File: src/rtl/vedic_pipe_mul.sv
// Three-stage pipelined Urdhva-Tiryagbhyam multiplier, WIDTH x WIDTH -> 2*WIDTH.
// Sign is stripped in S1, half-width partial products in S2, carry-save merge + CPA in S3.
module vedic_pipe_mul #(
  parameter int WIDTH = 24
) (
  input  logic                 clk,
  input  logic                 rst_n,
  input  logic                 in_valid,
  output logic                 in_ready,
  input  logic                 in_signed,
  input  logic [WIDTH-1:0]     a,
  input  logic [WIDTH-1:0]     b,
  output logic                 out_valid,
  input  logic                 out_ready,
  output logic [2*WIDTH-1:0]   p
);

  localparam int W  = WIDTH;
  localparam int H  = WIDTH / 2;
  localparam int PW = 2 * WIDTH;
  localparam int MW = W + H;

  if ((WIDTH % 2) != 0 || WIDTH < 4) begin : g_bad_width
    $error("vedic_pipe_mul: WIDTH must be even and >= 4");
  end

  localparam logic [W-1:0]  ONE_W = W'(1);
  localparam logic [PW-1:0] ONE_P = PW'(1);

  logic          adv;

  logic          v1_q, v1_d;
  logic          neg1_q, neg1_d;
  logic [W-1:0]  ma_q, ma_d;
  logic [W-1:0]  mb_q, mb_d;

  logic          v2_q, v2_d;
  logic          neg2_q, neg2_d;
  logic [W-1:0]  pp0_q, pp0_d;
  logic [W-1:0]  pp1_q, pp1_d;
  logic [W-1:0]  pp2_q, pp2_d;
  logic [W-1:0]  pp3_q, pp3_d;

  logic          ov_q, ov_d;
  logic [PW-1:0] p_q, p_d;

  logic [W-1:0]  t0, t1, t2;
  logic [W-1:0]  cs_sum, cs_cry;
  logic [MW-1:0] mid;
  logic [PW-1:0] prod;

  // The whole pipe freezes only when the output slot is full and not taken.
  assign adv      = !(ov_q && !out_ready);
  assign in_ready = adv;

  // S1: magnitudes; |-2^(W-1)| stays exact as an unsigned W-bit value
  always_comb begin
    v1_d   = in_valid;
    neg1_d = in_signed & (a[W-1] ^ b[W-1]);
    ma_d   = (in_signed && a[W-1]) ? (~a + ONE_W) : a;
    mb_d   = (in_signed && b[W-1]) ? (~b + ONE_W) : b;
  end

  // S2: four half-width partial products, zero-extended so each is exact in W bits
  always_comb begin
    v2_d   = v1_q;
    neg2_d = neg1_q;
    pp0_d  = {{H{1'b0}}, ma_q[H-1:0]} * {{H{1'b0}}, mb_q[H-1:0]};
    pp1_d  = {{H{1'b0}}, ma_q[H-1:0]} * {{H{1'b0}}, mb_q[W-1:H]};
    pp2_d  = {{H{1'b0}}, ma_q[W-1:H]} * {{H{1'b0}}, mb_q[H-1:0]};
    pp3_d  = {{H{1'b0}}, ma_q[W-1:H]} * {{H{1'b0}}, mb_q[W-1:H]};
  end

  // S3: everything here is weighted from bit H upward; pp0's low half passes straight through.
  always_comb begin
    t0     = pp1_q;
    t1     = pp2_q;
    t2     = {pp3_q[H-1:0], pp0_q[W-1:H]};
    cs_sum = t0 ^ t1 ^ t2;
    cs_cry = (t0 & t1) | (t0 & t2) | (t1 & t2);
    mid    = {{H{1'b0}}, cs_sum}
           + {{(H-1){1'b0}}, cs_cry, 1'b0}
           + {pp3_q[W-1:H], {W{1'b0}}};
    prod   = {mid, pp0_q[H-1:0]};
    p_d    = neg2_q ? (~prod + ONE_P) : prod;
    ov_d   = v2_q;
  end

  always_ff @(posedge clk) begin
    if (!rst_n) begin
      v1_q   <= 1'b0;
      neg1_q <= 1'b0;
      ma_q   <= '0;
      mb_q   <= '0;
      v2_q   <= 1'b0;
      neg2_q <= 1'b0;
      pp0_q  <= '0;
      pp1_q  <= '0;
      pp2_q  <= '0;
      pp3_q  <= '0;
      ov_q   <= 1'b0;
      p_q    <= '0;
    end else if (adv) begin
      v1_q <= v1_d;
      if (in_valid) begin
        neg1_q <= neg1_d;
        ma_q   <= ma_d;
        mb_q   <= mb_d;
      end
      v2_q   <= v2_d;
      neg2_q <= neg2_d;
      pp0_q  <= pp0_d;
      pp1_q  <= pp1_d;
      pp2_q  <= pp2_d;
      pp3_q  <= pp3_d;
      ov_q   <= ov_d;
      // a bubble reaching the output leaves the last product in place
      if (v2_q) p_q <= p_d;
    end
  end

  assign out_valid = ov_q;
  assign p         = p_q;

endmodule

File: config.mk
export PLATFORM = sky130hd
export DESIGN_NAME = vedic_pipe_mul
export DESIGN_NICKNAME = d
export VERILOG_FILES = /design/src/rtl/vedic_pipe_mul.sv
export SDC_FILE = /design/constraint.sdc
export NUM_CORES = 2
export LEC_CHECK = 0
export ABC_AREA = 1
export CAP_MARGIN = 20
export CORE_MARGIN = 4
export CORE_UTILIZATION = 56
export CTS_BUF_LIST = sky130_fd_sc_hd__clkbuf_8
export DETAILED_ROUTE_END_ITERATION = 7
export PLACE_DENSITY = 0.74
export SYNTH_ARGS = -nofsm -noshare
export SYNTH_HDL_FRONTEND = slang
export SYNTH_SLANG_ARGS = --single-unit
File: constraint.sdc
create_clock -name clk -period 15 [get_ports clk]
set_input_delay 3.75 -clock clk [delete_from_list [all_inputs] [get_ports clk]]
set_output_delay 3.75 -clock clk [all_outputs]
set_load 0.005 [all_outputs]
# ---- Word-level counts from Yosys, hierarchy flattened
# Index checks and enable logic that the tools add are counted.
dict set report op_classes {
  add_sub_neg 5
  n_mul 4
  mux 3
  n_bitwise 13
  reduce_logical 7
}
# cell n
set ops {}
lappend ops {{$mul A12 B12 Y24} 4}
lappend ops {{$and A24 B24 Y24} 3}
lappend ops {{$add A24 B1 Y24 const B} 2}
lappend ops {{$add A48 B1 Y48 const B} 1}
lappend ops {{$mux W24} 2}
lappend ops {{$mux W48} 1}
lappend ops {{$not A24 Y24} 2}
lappend ops {{$not A48 Y48} 1}
lappend ops {{$or A24 B24 Y24} 2}
lappend ops {{$xor A24 B24 Y24} 2}
lappend ops {{$add A26 B36 Y36} 1}
lappend ops {{$add A24 B25 Y26} 1}
lappend ops {{$reduce_and A2 Y1} 2}
lappend ops {{$logic_and A1 B1 Y1} 3}
lappend ops {{$logic_not A1 Y1} 2}
lappend ops {{$and A1 B1 Y1} 1}
lappend ops {{$not A1 Y1} 1}
lappend ops {{$xor A1 B1 Y1} 1}
dict set report word_totals {
  reg_bits 197
  in_bits 53
  out_inout_bits 50
}

# ---- Longest topological paths before layout
dict set report depth {
  word_depth 8
  mapped_depth 26
}

# ---- Worst setup path before layout
# No wires, ideal clock.
dict set report synth_timing {
  kind {input port to output port}
  from {input port out_ready}
  to {output port in_ready}
  arrival_ps 4558
  required_time_ps 11250
  slack_ps 6692
  cell_stages 4
  n_path_buf 2
  cell_sequence {nor2_1 clkinv_1 clkbuf_1 clkbuf_1}
}
dict set report synth_via {
  elab_chain_len 3
}
# item line
set synth_rtl {}
lappend synth_rtl {{start, declared} 14} ;# input logic out_ready,
lappend synth_rtl {{$logic_not A1 Y1} 53} ;# assign adv = !(ov_q && !out_ready);
lappend synth_rtl {{$logic_and A1 B1 Y1} 53}
lappend synth_rtl {{$logic_not A1 Y1} 53}
lappend synth_rtl {{end, declared} 9} ;# output logic in_ready,
# Every way passes these cells.

# ---- Final worst setup path
# Ends and elaborated chain as after synthesis.

==> results.cfg <==
[run_status]
outcome = finished clean

[global_routing]
grt.overflow.total = 0
grt_pass1_wl_um = 133000
grt_pass1_vias = 26452
antenna_found_initial = 1
grt_max_degree = 93
grt_usage_pct = 26.9

[power_and_ir_drop]
pwr-share-clk_pct = 15.6
power_leakage_nw = 19.9
p_int_mw = 1.25
powerDensity_mw_per_mm2 = 73.6
pwr-share-comb_pct = 57.1
fin_total_pwr_mw = 2.46
seqPwrFrac_pct = 27.3
switchingPower_mw = 1.21
irDropWorstVdd_uv = 75.6
switching_share_pct = 49.3

[cts]
cts_max_path_buffers = 2
cts_buffers = 17
clkLatencyLatePin_ns = 0.53
cts_resized = 0
cts_tree = built
root_buffer = clkbuf_8
htree_levels = 4
post-cts-setup-buffers = 0
hold_buffers = 0
clock_sinks = 197
clkTransAtPathRegs_ns = 0.11

[critical_path]
cp-startpoint = out_ready
worstReg2RegStart = mb_q[18]
path_common_cell = clkdlybuf4s50_1
crit_required_ns = 11.25
crit_type = primary input to output port
path_cells = clkdlybuf4s50_1, nor2_4, buf_4, inv_2, clkdlybuf4s50_1
cp_slowest_cell = clkdlybuf4s50_1
start_kind = primary input
cp.arrival_ns = 5.59
crit_path_max_fanout = 51
endpoint_kind = output port
critPathMaxStageDelay_ns = 0.52

[timing]
worst_slew_pin_slew_ns = 0.881
hold_viol = 0
finalCritPeriodShare_pct = 62.2
relSlewSlack_pct = 41.3
setup_viol = 0
hold_slack_ns = 0.508
fin_skew_ns = 0.0240
fmax_mhz = 107
rsz0062_at_grt = false
fin_crit_ns = 9.34
finalMaxSlewViolations = 0
fin_tns_setup_ns = 0

[floorplan]
dieArea_mm2 = 0.0599
io_pins = 103
initial_core_util_pct = 56.7
rows = 86
die_h_um = 245
die_width_um = 245
core_mm2 = 0.0553

[flow_run]
max_cap_viol_count = 0

[synth]
syn_avg_cell_area_um2 = 7.04
synth_nets = 5209
ys_types = 42
ys_seq_area_share_pct = 12.6
ys_warn_count = 0
synth_seq_cells = 197
synth_edf_count = 0
synthCells = 4456
synthArstFlopShare_pct = 0
synth_ff_type = dfxtp_1
netlist_area_mm2 = 0.0314

[route]
avgViaCountPerCell = 5.22
drtAntennaViolNets = 0
num_vias = 27054
routedWlPerCell_um = 15.2
drt_iter0_drc = 1844
drt-pass1-iter-count = 8
drcViolationCount = 0
routed_wl_um = 78600

[layout]
num_antenna_cells = 0
ff_latch_area_mm2 = 0.00394
area_growth_pct = 6.60
multi_input_area_mm2 = 0.0224
final_nets = 5173
layout-drive-gt1-share_pct = 2.91
nFillCells = 5205
mostFrequentLayoutCell = inv_1
final_cell_mix = 1,112 x inv_1, 1,099 x nand2_1, 425 x fa_1

[place]
place_congestion = 0.935
io_buffers = 102
dp_hpwl_um = 61600

[worst_hold_path]
hp-class = register to register
min_from = v1_q
[path summary, 6_finish.rpt]
| kind | end | slack (ns) | cells past startpoint |
|---|---|---|---|
| worst max register to register | pp1_q[21] | 8.99 | 22 |
| worst min-delay path | v1_q | 0.51 | 2 |
| worst min register to register | v1_q | 0.51 | 2 |
| worst max-delay path | in_ready | 5.66 | 5 |
[flip-flops by register name (all words and copies together), names as in the netlist]
name       flops
ov_d           1
neg2_q         1
v1_q           1
pp0_q         24
neg1_q         1
out_valid      1
pp3_q         24
pp1_q         24
pp2_q         24
ma_q          24
mb_q          24
p             48
[worst max-delay path: cells and delay by family]
| family | cells | cell delay [ns] |
|---|---|---|
| simple gates | 1 | 0.11 |
| buf+inv | 4 | 1.70 |
[cells by family (layout without fill, tap and decap cells)]
logic type / Yosys count / in the layout / share of synthesized area, %
AND/OR/NAND/NOR: 1571 / 1571 / 20.1
buffers and inverters: 1333 / 1310 / 16.0
adder cells (fa/ha/maj): 700 / 700 / 38.1
AO/OA/AOI/OAI: 539 / 539 / 9.97
flip-flops: 197 / 197 / 12.6
XOR/XNOR: 116 / 116 / 3.24
[cell usage after synthesis, types with 2 or more instances]
master / n / area share (%)
xor2_1: 82 / 2.3
dfxtp_1: 197 / 13
nor2_2: 13 / 0.26
nor4_1: 5 / 0.10
nand4_1: 25 / 0.50
a221oi_1: 2 / 0.056
nand2_2: 12 / 0.24
nand3b_1: 11 / 0.26
inv_2: 2 / 0.024
a31oi_1: 15 / 0.30
clkbuf_1: 204 / 2.4
a211oi_1: 9 / 0.22
buf_1: 8 / 0.096
o21bai_1: 44 / 1.1
nor3_1: 39 / 0.62
nor2_1: 250 / 3.0
nand3_2: 2 / 0.064
fa_1: 425 / 27
o221ai_1: 28 / 0.78
ha_1: 275 / 11
clkinv_1: 4 / 0.048
o21ai_0: 198 / 3.2
inv_1: 1113 / 13
a21boi_0: 2 / 0.048
xnor2_1: 34 / 0.95
and2_1: 4 / 0.080
o211ai_1: 30 / 0.72
nand2_1: 1099 / 13
a21o_1: 9 / 0.22
nor2_4: 3 / 0.11
nand3_1: 104 / 1.7
o31ai_1: 14 / 0.34
nor3b_1: 2 / 0.048
a21oi_1: 176 / 2.8
o2111ai_1: 4 / 0.11
buf_2: 2 / 0.032
o21ai_1: 5 / 0.080
[area by class of cell]
cell class,instances,area share (%)
inverters,1119,12.6
clock buffers,17,0.700
clock inverters,15,0.629
repair buffers,159,4.43
multi-input cells,2926,67.1
flip-flops and latches,197,11.8
well taps,748,2.80
[stage by stage]
stage               setup slack (ns)  std cells  area [µm²]  utilization [%]
global placement                5.67       5146       32900             59.5
detailed placement              5.67       5147       33000             59.6
global route                    5.56       5181       33400             60.4
CTS                             5.66       5179       33400             60.4
finish                          5.66       5181       33400             60.4
floorplan                       6.69       4456       31400                -
[layer usage]
metal	part of all wire, %	global-route usage [%]	vias up
met5	0.024	0	-
met4	2.8	7.22	4
met2	44	42.8	962
met3	7.6	4.23	132
met1	46	38.6	12736
li1	-	-	13220
[power groups by stage]
stage          Clock [mW]  Sequential, mW  Combinational [mW]
6_report            0.384           0.671                1.41
2_1_floorplan           0           0.639                1.05
3_3_place_gp            0           0.683                1.36
5_1_grt             0.415           0.679                1.62
3_5_place_dp            0           0.683                1.39
4_1_cts             0.391           0.672                1.40
Power figures use the tool's default switching activity.
